File: src/rtl/coinc_pkg.sv
// coinc_pkg: shared helpers for the coincidence matcher.
// Index-width function and counter saturation constant.
package coinc_pkg;

    // Bit width needed to index w items; never below 1.
    function automatic int clog2w(input int w);
        return (w > 1) ? $clog2(w) : 1;
    endfunction

    // All-ones value of a w-bit counter (w <= 63).
    function automatic logic [63:0] cnt_sat(input int w);
        return (64'd1 << w) - 64'd1;
    endfunction

endpackage

File: src/rtl/coinc_stretch.sv
// coinc_stretch: one-bit hit stretcher.
// A hit reloads a down-counter; win is high while it is non-zero.
module coinc_stretch
    import coinc_pkg::*;
#(
    parameter int WINDOW = 4
) (
    input  logic clk,
    input  logic rst,
    input  logic enable,
    input  logic hit,
    output logic win
);

    localparam int HW = clog2w(WINDOW + 1);
    localparam logic [HW-1:0] LOAD = HW'(WINDOW);

    logic [HW-1:0] hold;

    // Reload on hit, otherwise count down to zero; disable clears.
    always_ff @(posedge clk or posedge rst) begin
        if (rst) begin
            hold <= '0;
        end else if (!enable) begin
            hold <= '0;
        end else if (hit) begin
            hold <= LOAD;
        end else if (hold != '0) begin
            hold <= hold - HW'(1);
        end
    end

    assign win = (hold != '0);

endmodule

File: src/rtl/coinc_match.sv
// coinc_match: A/B same-index coincidence matcher with window.
// Optional channel mask when COINC_MASK_EN is defined.
module coinc_match
    import coinc_pkg::*;
#(
    parameter  int WIDTH  = 32,
    parameter  int WINDOW = 4,
    parameter  int CNT_W  = 16,
    localparam int IDX_W  = clog2w(WIDTH)
) (
    input  logic             clk,
    input  logic             rst,
    input  logic             enable,
    input  logic [WIDTH-1:0] a_in,
    input  logic [WIDTH-1:0] b_in,
`ifdef COINC_MASK_EN
    input  logic [WIDTH-1:0] ch_mask,
`endif
    input  logic             clr_cnt,
    output logic             match,
    output logic             match_pulse,
    output logic [WIDTH-1:0] match_bits,
    output logic [IDX_W-1:0] match_idx,
    output logic [CNT_W-1:0] match_cnt,
    output logic             cnt_ovf
);

    localparam logic [CNT_W-1:0] CNT_SAT = CNT_W'(cnt_sat(CNT_W));

    logic [WIDTH-1:0] a_win;
    logic [WIDTH-1:0] b_win;
    logic [WIDTH-1:0] mask_q;
    logic [WIDTH-1:0] c_q;
    logic [IDX_W-1:0] idx_nxt;

    for (genvar g = 0; g < WIDTH; g++) begin : g_ch
        coinc_stretch #(.WINDOW(WINDOW)) u_a (
            .clk    (clk),
            .rst    (rst),
            .enable (enable),
            .hit    (a_in[g]),
            .win    (a_win[g])
        );
        coinc_stretch #(.WINDOW(WINDOW)) u_b (
            .clk    (clk),
            .rst    (rst),
            .enable (enable),
            .hit    (b_in[g]),
            .win    (b_win[g])
        );
    end

`ifdef COINC_MASK_EN
    // Mask is registered alongside the hit windows so it lines up with them.
    always_ff @(posedge clk or posedge rst) begin
        if (rst) begin
            mask_q <= '1;
        end else begin
            mask_q <= ch_mask;
        end
    end
`else
    assign mask_q = '1;
`endif

    // Per-channel coincidence of the two open windows.
    always_ff @(posedge clk or posedge rst) begin
        if (rst) begin
            c_q <= '0;
        end else begin
            c_q <= a_win & b_win & mask_q;
        end
    end

    // Lowest set channel; scanning down lets the lowest index win.
    always_comb begin
        idx_nxt = '0;
        for (int i = WIDTH - 1; i >= 0; i--) begin
            if (c_q[i]) begin
                idx_nxt = IDX_W'(i);
            end
        end
    end

    // Registered match outputs; pulse only on the rising edge of match.
    always_ff @(posedge clk or posedge rst) begin
        if (rst) begin
            match_bits  <= '0;
            match       <= 1'b0;
            match_idx   <= '0;
            match_pulse <= 1'b0;
        end else begin
            match_bits  <= c_q;
            match       <= |c_q;
            match_idx   <= idx_nxt;
            match_pulse <= (|c_q) & ~match;
        end
    end

    // Saturating event counter; clear has priority over a pulse.
    always_ff @(posedge clk or posedge rst) begin
        if (rst) begin
            match_cnt <= '0;
            cnt_ovf   <= 1'b0;
        end else if (clr_cnt) begin
            match_cnt <= '0;
            cnt_ovf   <= 1'b0;
        end else if (match_pulse) begin
            if (match_cnt == CNT_SAT) begin
                cnt_ovf <= 1'b1;
            end else begin
                match_cnt <= match_cnt + CNT_W'(1);
            end
        end
    end

endmodule

File: config.mk
export PLATFORM = sky130hd
export DESIGN_NAME = coinc_match
export DESIGN_NICKNAME = d
export VERILOG_FILES = /design/src/rtl/coinc_pkg.sv /design/src/rtl/coinc_stretch.sv /design/src/rtl/coinc_match.sv
export SDC_FILE = /design/constraint.sdc
export NUM_CORES = 1
export LEC_CHECK = 0
export CORE_ASPECT_RATIO = 1.4
export CORE_MARGIN = 4
export CORE_UTILIZATION = 60
export CTS_CLUSTER_SIZE = 16
export DETAILED_ROUTE_END_ITERATION = 7
export DONT_BUFFER_PORTS = 1
export PLACE_DENSITY = 0.76
export SYNTH_ARGS = -nofsm -noshare
export SYNTH_HDL_FRONTEND = slang
export SYNTH_SLANG_ARGS = --single-unit
File: constraint.sdc
create_clock -name clk -period 12.79 [get_ports clk]
set_clock_uncertainty 0.15 [all_clocks]
set_input_delay 1.9185 -clock clk [delete_from_list [all_inputs] [get_ports clk]]
set_output_delay 1.9185 -clock clk [all_outputs]
set_load 0.02 [all_outputs]
Word level (Yosys, flattened, before mapping)
Cells that the tools add are included.

Bits in latches: 0. Logic and storage cells: 504. Memories kept: 0. Input bits: 68. Output and inout bits: 56. ROM bits: 0. Register bits after elaboration: 280. RAM bits: 0.

Shifts and indexed selects: 0. Order comparisons: 0. Multiply operators: 0. Bitwise logic cells: 3. Div/mod/pow operators: 0. Add/subtract/negate cells: 65. Reduce and logical (&&, ||, !) cells: 69. Mux-type cells: 230. Equal/unequal tests: 66.

Operator list (count): 3-bit 2-to-1 mux (192); 3-bit by 1-bit inequality test with 1-bit output, second input constant (64); 3-bit nonzero test (64); 3-bit by 1-bit subtractor with 3-bit output, second input constant (64); 5-bit 2-to-1 mux (32); 16-bit 2-to-1 mux (3); 32-bit bitwise AND (1); 32-bit OR reduction (1); 16-bit by 1-bit adder with 16-bit output, second input constant (1); 16-bit == test, second input constant (1); 2-bit AND reduction (2); 2-bit nonzero test (2); 1-bit 2-to-1 mux (3); 2-bit inequality test, second input constant (1); 1-bit bitwise AND (1); 1-bit NOT (1).

Depth between registers and ports, before layout
Gate-level depths: netlist of the first run.

Depth after elaboration: 32. Depth in mapped cells: 6. Mapped depth without buffers: 6.

Cells and area by module
A second synthesis of the first run with hierarchy kept.

Cells, all modules: 1422. Area total of the unflattened synthesis: 15080.7 um^2.

Modules (own cells, without submodules): coinc_stretch (area an instance 183.9 um^2, cells an instance 18, sequential area each 75.1 um^2, instances 64); coinc_match (area an instance 3309.4 um^2, cells an instance 270, sequential area each 2202.1 um^2, instances 1).

Worst setup path before layout of the first run
OpenSTA, ideal clock, no wires.

Path kind: input port to flip-flop. Start point: input enable. End point: register g_ch[0].u_a.hold[0]. Cell stages on the path: 5. Data required time: 12.504 ns. Setup slack: 9.645 ns. Arrival time: 2.859 ns. Setup time: 0.136 ns. Buffers on the path: 3. Cell sequence: inv_1 > clkbuf_1 > clkbuf_1 > clkbuf_1 > nor3_1.

Longest elaborated chain between the ends: 1. Elaborated cells between the ends (all ways): 2. Classes of those cells: eq/ne: 1; mux: 1.

RTL lines: start, declared (line coinc_match.sv:13) `input logic enable,`; 3-bit by 1-bit inequality test with 1-bit output (no source line) / 3-bit 2-to-1 mux (equally long branches); end signal, assigned (line coinc_stretch.sv:29) `hold <= hold - HW'(1);`; end, declared (line coinc_stretch.sv:18) `logic [HW-1:0] hold;`.

Parallel ways exist; a longest one is shown, timed or not. A chain may end at the register's enable or synchronous reset.

Worst setup path after layout of the first run
Start point: input enable. End point: register g_ch[22].u_b.hold[1].

Longest elaborated chain between the ends: 1. Elaborated cells between the ends (all ways): 2. Classes of those cells: eq/ne: 1; mux: 1.

RTL lines (line): 3-bit by 1-bit inequality test with 1-bit output (no source line) / 3-bit 2-to-1 mux (equally long branches); end signal, assigned (coinc_stretch.sv:29); end, declared (coinc_stretch.sv:18).

Parallel ways exist; a longest one is shown, timed or not.

==> impl_metrics.csv, run 1 <==
group,metric,value,unit
drt,drt_pass1_iterations,4,
clock_network,cts_buffers,27,
power,power,0.00228,W
synth,synth_top_area_frac,0.516,
drt,dr_total_vias,9008,
global_routing,antenna_found_initial,0,
drt,drt_iter0_drc,405,
timing,hold_violations,0,
floorplanning,die_y,186,microns
floorplanning,coreArea,22100,sq um
synth,ys.flop_type,"dfrtp_1",
clock_network,insertion_delay,0.53,ns
timing,fin_crit,3.41,ns
synth,synth_common_cells,"dfrtp_1 (280), inv_1 (202), a21oi_1 (138)",
clock_network,post_cts_buffers,0,
synth,netlist_instances,1305,
placed_design,hpwl,18.5,mm
timing,period_share,0.267,
layout,areaGrowthSynthToFinish,9.19,%
setup_path,crit_type,"input port to flip-flop",
setup_path,cp_top_family,"buffers and inverters",
layout,final_nets,1511,
synth,seq_area_frac_synth,0.516,
setup_path,cp.required,12.97,ns
flow_run,cap_violations,0,
clock_network,clock-sinks,280,
placed_design,place_area,13900,sq um
global_routing,grt_max_degree,131,
power,cellPowerDensity,154,nW/um^2
min_path,min_path_type,"flip-flop to flip-flop",
placed_design,globalplace.congestion,0.768,
setup_path,slowest_delay,0.92,ns
drt,drc,0,
clock_network,postCtsHoldBufs,0,
run_status,status,"finished clean",
clock_network,root_buffer,"clkbuf_16",
layout,fin_area,14800,sq um
layout,multi_input_area,5740,sq um
setup_path,arrival,3.58,ns
setup_path,critPathMaxFanout,108,
clock_network,htreeDepth,1,
timing,slew_headroom,0.259,
clock_network,cts_resized,0,
global_routing,grt_use_total,0.215,
synth,syn_nets,1502,
placed_design,portBuffers,0,
setup_path,path_cells,"inv_6 > buf_4 > a2111oi_0",
synth,synth.distinct_cells,45,
synth,synthesis.area,13600,sq um
layout,final-seq-area,7010,sq um
power,power.leakage,6.96,nW
timing,final.setup.tns,0,ns
drt,wl_per_cell,16.0,microns
floorplanning,io_pins,124,
global_routing,grt_pass1_wl,44.6,mm
floorplanning,rows,64,
synth,async_flop_share,1.00,
synth,ys_ff_latch,280,
clock_network,cts_tree,"built",
floorplanning,die_area,25200,sq um
layout,fillCellCount,1707,
synth,synth_edf_count,0,
floorplanning,start_util,0.615,
layout,layout-drive-gt1-share,0.0427,
global_routing,grt_pass1_vias,9340,
synth,synth_most_common_cell,"dfrtp_1",
synth,yosysWarnings,0,
timing,max_freq,293,MHz
synth,synth_area_leaders,"dfrtp_1 (52%), ha_1 (12%), inv_1 (5.6%), a21oi_1 (5.1%), xnor2_1 (4.5%)",
timing,drv_slew,0,
setup_path,startpoint_type,"input port",
setup_path,crit_path_end_kind,"flip-flop",
drt,drt_wl_total,26.2,mm
synth,netlist.top_cell.by_area,"dfrtp_1",
timing,setup_viol,0,
setup_path,critPathBufInv,2,
floorplanning,die_w,135,microns
synth,syn_area_per_cell,10.4,sq um
timing,rsz0062_at_grt,"no",
clock_network,clkSlewWorstSetupHoldPaths,0.06,ns
setup_path,crit_slowest_cell,"buf_4",
power,peakVddDrop,0.108,mV
layout,diodes,0,
drt,ant_nets,0,
clock_network,max-clock-path-buffers,3,
global_routing,overflow,0,
timing,worst_slew_pin_slew,1.11,ns
drt,vias_per_cell,5.52,
[path summary, 6_finish.rpt]
check                             startpoint                   end  slack (ns)  cells after the start
worst max-delay path                  enable  g_ch[22].u_b.hold[1]        9.38                      3
worst max register to register  match_cnt[0]         match_cnt[10]       10.76                      6
worst min-delay path                 c_q[25]        match_bits[25]        0.29                      0
worst min register to register       c_q[25]        match_bits[25]        0.29                      0
max in group asynchronous                rst  g_ch[17].u_b.hold[0]        9.70                      2
min in group asynchronous                rst   g_ch[2].u_a.hold[2]        1.21                      1
[power by group]
part,internal (W),total (W),switching [W],leakage (nW)
sequential,0.000979,0.00109,0.000107,3.70
combinational,0.000159,0.000370,0.000210,2.80
clock,0.000492,0.000827,0.000334,0.455
[routing by layer]
metal,part of all wire,GRT usage,up-vias
met3,0.064,0.0516,40
met5,0,0,-
met4,0.027,0.0633,0
met1,0.40,0.260,4383
met2,0.51,0.383,169
li1,-,-,4416
[state kept, by name (all words and copies together) (netlist names)]
| register | flops |
|---|---|
| cnt_ovf | 1 |
| match_pulse | 1 |
| match_bits | 32 |
| match_cnt | 16 |
| match_idx | 5 |
| g_ch.u_b.hold | 96 |
| match | 1 |
| c_q | 32 |
| g_ch.u_a.hold | 96 |
[cell families after synthesis]
logic type	count (synthesis)	synth area share
adder cells (fa/ha/maj)	129	0.119
XOR/XNOR	73	0.0470
multiplexers	1	0.000737
buffers and inverters	225	0.0621
AND/OR/NAND/NOR	373	0.152
AO/OA/AOI/OAI	224	0.104
flip-flops	280	0.516
[per-stage QoR]
step | setup slack, ns | std cells | utilization | hold slack [ns]
final | 9.38 | 1631 | 0.671 | 0.290
after floorplan | 3.00 | 1305 | - | 0.225
after detailed placement | 8.88 | 1582 | 0.629 | 0.269
after global placement | 8.96 | 1582 | 0.629 | 0.267
after global routing | 9.24 | 1631 | 0.671 | 0.305
after CTS | 9.43 | 1631 | 0.671 | 0.288
[cell type report]
type                       count  share of cell area
timing repair buffer           3             0.00152
inverter                     202              0.0519
multi-input combinational    800               0.387
clock buffer                  35              0.0503
clock inverter                14              0.0123
tap                          297              0.0250
sequential                   280               0.472
[cells in the final DEF (no fill, tap or decap), types with 36 or more instances in the layout]
master | Yosys | routed
nor2_1 | 86 | 86
a21oi_1 | 138 | 138
ha_1 | 129 | 129
xnor2_1 | 70 | 70
a2111oi_0 | 66 | 66
or3_1 | 65 | 65
nor3_1 | 78 | 78
dfrtp_1 | 280 | 280
and2_1 | 36 | 36
inv_1 | 202 | 200
nand2b_1 | 64 | 64
[worst register-to-register path, stage by stage, from the launching register on]
cell and delay, ns:
dfrtp_1 0.53, ha_1 0.25, and2_1 0.26, nand3_4 0.14, nor4b_1 0.38, xnor2_1 0.17, nor2_1 0.05
No activity file was read; power rests on OpenSTA's default activity.
==> inputs of run 2 (changes only) <==
--- a/config.mk
+++ b/config.mk
@@ -7,7 +7,7 @@
 export LEC_CHECK = 0
 export CORE_ASPECT_RATIO = 1.4
 export CORE_MARGIN = 4
-export CORE_UTILIZATION = 60
+export CORE_UTILIZATION = 58
 export CTS_CLUSTER_SIZE = 16
 export DETAILED_ROUTE_END_ITERATION = 7
 export DONT_BUFFER_PORTS = 1
==> constraint.sdc (replaced) <==
create_clock -name clk -period 3 [get_ports clk]
set_clock_uncertainty 0.15 [all_clocks]
set_input_delay 0.45 -clock clk [delete_from_list [all_inputs] [get_ports clk]]
set_output_delay 0.45 -clock clk [all_outputs]
set_load 0.02 [all_outputs]
==> run 2 against run 1 <==
Global-route usage barely moved. Design area rose by 5.1%. Sequential share of layout area fell by 2.3 points. Combinational power rose to 4.6 times the previous value. Utilization rose by 0.30 points. Critical path depth rose by 3. Sequential cell count did not move. Register-to-register slack got worse by 9.8 ns. First-iteration DRC count fell by 21%.
==> impl_metrics.csv, run 2 (same netlist as run 1, synthesis figures left out) <==
group,metric,value,unit
timing,rsz0062_at_grt,"no",
timing,hold_violations,0,
placed_design,hpwl,19.5,mm
drt,vias_per_cell,5.41,
layout,reg_top3,"g_ch.u_a.hold (96), g_ch.u_b.hold (96)",
floorplanning,start_util,0.588,
setup_path,critPathMaxFanout,6,
layout,final_common_cell,"dfrtp_1",
clock_network,htreeDepth,1,
power,power_frac_seq,0.479,
setup_path,crit_type,"flip-flop to flip-flop",
setup_path,crit_path_end_kind,"flip-flop",
global_routing,grt_pass1_wl,45.9,mm
setup_path,path_cells,"ha_1 > and2_1 > nand3_4 > nor4b_1 > xnor2_1 > nor2_1",
power,cellPowerDensity,621,nW/um^2
power,power_frac_clock,0.345,
drt,drt_pass1_iterations,4,
drt,ant_nets,0,
clock_network,insertion_delay,0.51,ns
power,p_switching,0.00279,W
drt,drt_iter0_drc,320,
global_routing,grt_max_degree,83,
global_routing,overflow,0,
drt,wl_per_cell,16.0,microns
drt,drc,0,
layout,fin_cells,1712,
floorplanning,coreArea,23100,sq um
timing,worst_slew_pin_slew,0.638,ns
placed_design,globalplace.congestion,0.805,
timing,setup_viol,0,
layout,final_nets,1583,
clock_network,clkSlewWorstSetupHoldPaths,0.06,ns
floorplanning,die_area,26000,sq um
clock_network,cts_tree,"built",
clock_network,clock-sinks,280,
clock_network,root_buffer,"clkbuf_16",
timing,drv_slew,0,
power,comb_power_share,0.177,
drt,drt_wl_total,27.3,mm
setup_path,arrival,2.24,ns
timing,period_share,0.672,
layout,fillCellCount,1725,
timing,slew_headroom,0.573,
layout,final_cell_mix,"dfrtp_1 (280), inv_1 (200), a21oi_1 (138)",
floorplanning,io_pins,124,
global_routing,antenna_found_initial,1,
layout,fin_area,15600,sq um
clock_network,max-clock-path-buffers,3,
floorplanning,die_w,137,microns
timing,max_freq,496,MHz
power,sw_frac_of_total,0.288,
global_routing,grt_use_total,0.215,
timing,fin_hold_ws,0.0260,ns
setup_path,slowest_delay,0.50,ns
flow_run,cap_violations,0,
min_path,min_path_type,"input port to flip-flop",
setup_path,cp_top_family,"simple AND/OR/NAND/NOR gates",
setup_path,cp.required,3.23,ns
placed_design,dp_cells,1596,
timing,fin_crit,2.01,ns
power,peakVddDrop,0.456,mV
floorplanning,die_y,189,microns
power,intPower,0.00689,W
clock_network,cts_buffers,27,
run_status,status,"finished clean",
clock_network,post_cts_buffers,0,
placed_design,place_area,14000,sq um
power,power.leakage,7.28,nW
floorplanning,rows,66,
global_routing,grt_pass1_vias,9725,
setup_path,crit_slowest_cell,"dfrtp_1",
placed_design,portBuffers,0,
layout,areaGrowthSynthToFinish,14.7,%
drt,dr_total_vias,9268,
setup_path,startpoint_type,"flip-flop",
layout,layout-drive-gt1-share,0.0441,
setup_path,critPathBufInv,0,
-- run 2: path summary, 6_finish.rpt --
kind / cells after the start / slack [ns] / end / startpoint
setup / recovery: 6 / 0.99 / match_cnt[10] / match_cnt[1]
hold / removal: 2 / 0.03 / g_ch[3].u_a.hold[2] / a_in[3]
setup reg to reg: 6 / 0.99 / match_cnt[10] / match_cnt[1]
hold reg to reg: 0 / 0.27 / match_bits[5] / c_q[5]
max in group asynchronous: 3 / 1.64 / g_ch[14].u_b.hold[2] / rst
min in group asynchronous: 2 / 0.30 / match_bits[2] / rst
-- run 2: power by group through the flow --
stage / clock (W) / combinational (W) / sequential, W
floorplan: 0 / 0.00129 / 0.00456
global placement: 0 / 0.00154 / 0.00468
detailed placement: 0 / 0.00161 / 0.00470
CTS: 0.00343 / 0.00173 / 0.00463
global route: 0.00358 / 0.00200 / 0.00468
finish: 0.00334 / 0.00171 / 0.00463
-- run 2: what timing repair did --
action / CTS / global route
hold endpoints to repair: 219 / 0
resized for setup: 0 / 0
hold buffers: 67 / 0
-- run 2: final cells by class --
type,count,area (sq um),area share
Timing Repair Buffer,75,806,0.0517
Inverter,202,767,0.0492
Antenna cell,1,2.50,0.000160
Clock buffer,43,866,0.0555
Sequential cell,280,7010,0.449
Multi-Input combinational cell,800,5740,0.368
Tap cell,306,383,0.0246
Clock inverter,5,25.0,0.00160
-- run 2: metal layers --
metal,GRT usage,up-vias,share of wire
met5,0,-,0
met4,0.0614,0,0.026
met3,0.0470,40,0.058
met2,0.384,158,0.52
met1,0.260,4505,0.40
li1,-,4565,-
-- run 2: through the flow --
stage	setup TNS [ns]	util	worst slack, ns	power [W]
3_3_place_gp	0	0.607	1.05	0.00622
4_1_cts	0	0.674	0.972	0.00979
5_1_grt	0	0.674	0.782	0.0103
6_report	0	0.674	0.985	0.00968
3_5_place_dp	0	0.607	1.03	0.00630
2_1_floorplan	-366.05	-	-1.31	0.00585
==> inputs of run 3 (changes only) <==
==> constraint.sdc (replaced) <==
create_clock -name clk -period 1.6 [get_ports clk]
set_clock_uncertainty 0.15 [all_clocks]
set_input_delay 0.24 -clock clk [delete_from_list [all_inputs] [get_ports clk]]
set_output_delay 0.24 -clock clk [all_outputs]
set_load 0.02 [all_outputs]
==> run 3 against run 2 <==
The run now ends with setup timing left. Sequential power increased by 87%. Routed wire length grew 12%. Via count grew 6.3%. First-iteration DRC count grew 29%. Critical path depth is 1 higher. Utilization is 5.6 points higher. Largest cell class unchanged. Fmax rose by 14%. Sequential share of layout area shrank 3.4 points. Die area is the same. Design area increased by 8.3%. Final cell count rose by 4.4%. Largest power group unchanged.
==> impl_metrics.csv, run 3 (same netlist as run 1, synthesis figures left out) <==
group,metric,value,unit
global_routing,overflow,0,
clock_network,max-clock-path-buffers,3,
setup_path,startpoint_type,"flip-flop",
floorplanning,start_util,0.588,
power,p_switching,0.00580,W
setup_path,crit_slowest_cell,"dfrtp_1",
placed_design,hpwl,21.0,mm
power,power_frac_seq,0.455,
timing,drv_slew,0,
setup_path,arrival,2.01,ns
power,intPower,0.0132,W
clock_network,htreeDepth,1,
setup_path,cp.required,1.84,ns
power,power.leakage,7.84,nW
setup_path,critPathBufInv,1,
floorplanning,die_area,26000,sq um
power,sw_frac_of_total,0.305,
drt,drt_pass1_iterations,4,
min_path,min_path_type,"input port to asynchronous set/reset pin",
clock_network,clock-sinks,280,
clock_network,cts_tree,"built",
floorplanning,die_w,137,microns
global_routing,grt_pass1_vias,10204,
floorplanning,die_y,189,microns
drt,drc,0,
timing,period_share,1.11,
clock_network,root_buffer,"clkbuf_16",
placed_design,dp_slack,-0.106,ns
drt,wl_per_cell,17.1,microns
setup_path,path_cells,"ha_4 > nand2_1 > nor3_4 > buf_6 > nor4b_4 > xnor2_1 > nor2_1",
power,power_frac_clock,0.331,
layout,fillCellCount,1532,
timing,fin_ws,-0.173,ns
run_status,status,"finished, violations left",
floorplanning,io_pins,124,
drt,drt_wl_total,30.5,mm
setup_path,crit_type,"flip-flop to flip-flop",
layout,multi_input_area,6390,sq um
layout,final_cell_mix,"dfrtp_1 (279), inv_1 (200), a21oi_1 (136)",
setup_path,critPathMaxFanout,5,
placed_design,portBuffers,0,
placed_design,globalplace.congestion,0.862,
drt,vias_per_cell,5.51,
global_routing,grt_pass1_wl,49.1,mm
setup_path,cp_top_family,"simple AND/OR/NAND/NOR gates",
power,peakVddDrop,1.01,mV
global_routing,antenna_found_initial,0,
setup_path,crit_path_end_kind,"flip-flop",
layout,final-seq-area,7010,sq um
clock_network,cts_buffers,27,
timing,setup_viol,19,
floorplanning,coreArea,23100,sq um
layout,layout-drive-gt1-share,0.151,
layout,reg_top3,"g_ch.u_a.hold (96), g_ch.u_b.hold (96)",
clock_network,insertion_delay,0.54,ns
flow_run,cap_violations,0,
timing,fin_crit,1.77,ns
clock_network,clkSlewWorstSetupHoldPaths,0.07,ns
timing,hold_violations,0,
setup_path,slowest_delay,0.43,ns
power,cellPowerDensity,1130,nW/um^2
timing,worst_slew_pin_slew,0.724,ns
timing,fin_hold_ws,0.151,ns
drt,drt_iter0_drc,413,
timing,max_freq,564,MHz
floorplanning,rows,66,
layout,final_common_cell,"dfrtp_1",
timing,rsz0062_at_grt,"yes",
drt,ant_nets,0,
timing,final.setup.tns,-1.09,ns
layout,areaGrowthSynthToFinish,24.3,%
drt,dr_total_vias,9852,
run_status,violations,"setup timing",
global_routing,grt_use_total,0.232,
layout,final_nets,1657,
timing,slew_headroom,0.516,
power,comb_power_share,0.214,
global_routing,grt_max_degree,66,
run 3: cell types whose count changed in the layout (fill, tap and decap cells not counted), moves of 5 or more:
cell and delta:
a2111oi_1 +25, a2111oi_2 +30, nand2b_1 -21, buf_6 +12, a2111oi_0 -55, buf_4 +56, buf_12 +5, nor4_1 -5
nand2b_4 +21, clkbuf_8 -7, nor3_1 -6
run 3: what timing repair did:
action	in CTS	in global routing
buffers inserted	3	9
endpoints found under the hold margin	489	0
pin swaps	2	18
hold buffers	68	0
resized for setup	24	144
setup endpoints to repair	30	77
run 3: layout make-up:
class / instances / area share
Timing Repair Buffer: 149 / 0.0871
Sequential cell: 280 / 0.415
Inverter: 202 / 0.0454
Antenna cell: 1 / 0.000148
Clock inverter: 12 / 0.00563
Tap cell: 306 / 0.0227
Multi-Input combinational cell: 800 / 0.378
Clock buffer: 37 / 0.0458
run 3: power groups by stage:
stage	combinational (W)	clock (W)	sequential, W
floorplan	0.00242	0	0.00855
global route	0.00461	0.00672	0.00876
finish	0.00407	0.00629	0.00866
global placement	0.00317	0	0.00872
detailed placement	0.00332	0	0.00875
CTS	0.00360	0.00640	0.00864
run 3: final timing paths:
| path | end | slack [ns] | start | cells after the start |
|---|---|---|---|---|
| setup / recovery | match_cnt[15] | -0.17 | match_cnt[0] | 7 |
| hold / removal | g_ch[29].u_b.hold[2] | 0.15 | rst | 3 |
| setup reg to reg | match_cnt[15] | -0.17 | match_cnt[0] | 7 |
| hold reg to reg | match_bits[5] | 0.28 | c_q[5] | 0 |
| max in group asynchronous | g_ch[10].u_b.hold[2] | 0.49 | rst | 3 |
| min in group clk | g_ch[5].u_a.hold[0] | 0.22 | a_in[5] | 2 |
run 3: per-stage QoR:
stage	cells	instance area [sq um]	power, W	util
CTS	1778	16200	0.0186	0.701
global route	1786	16900	0.0201	0.730
floorplan	1305	13600	0.0110	-
detailed placement	1659	14600	0.0121	0.630
global placement	1659	14600	0.0119	0.630
finish	1787	16900	0.0190	0.731
run 3: tightest hold or removal path, cell delays in order:
cell           delay, ns
dlygate4sd3_1       0.57
clkinvlp_4          0.18
buf_12              0.19
run 3: routing by layer:
layer  vias up  track usage  part of all wire  wire [microns]
met3        68       0.0465             0.058            1770
met5         -            0                 0               0
met1      4856        0.280              0.39           11800
li1       4720            -                 -               -
met2       208        0.412              0.52           16000
met4         0       0.0776             0.033             996
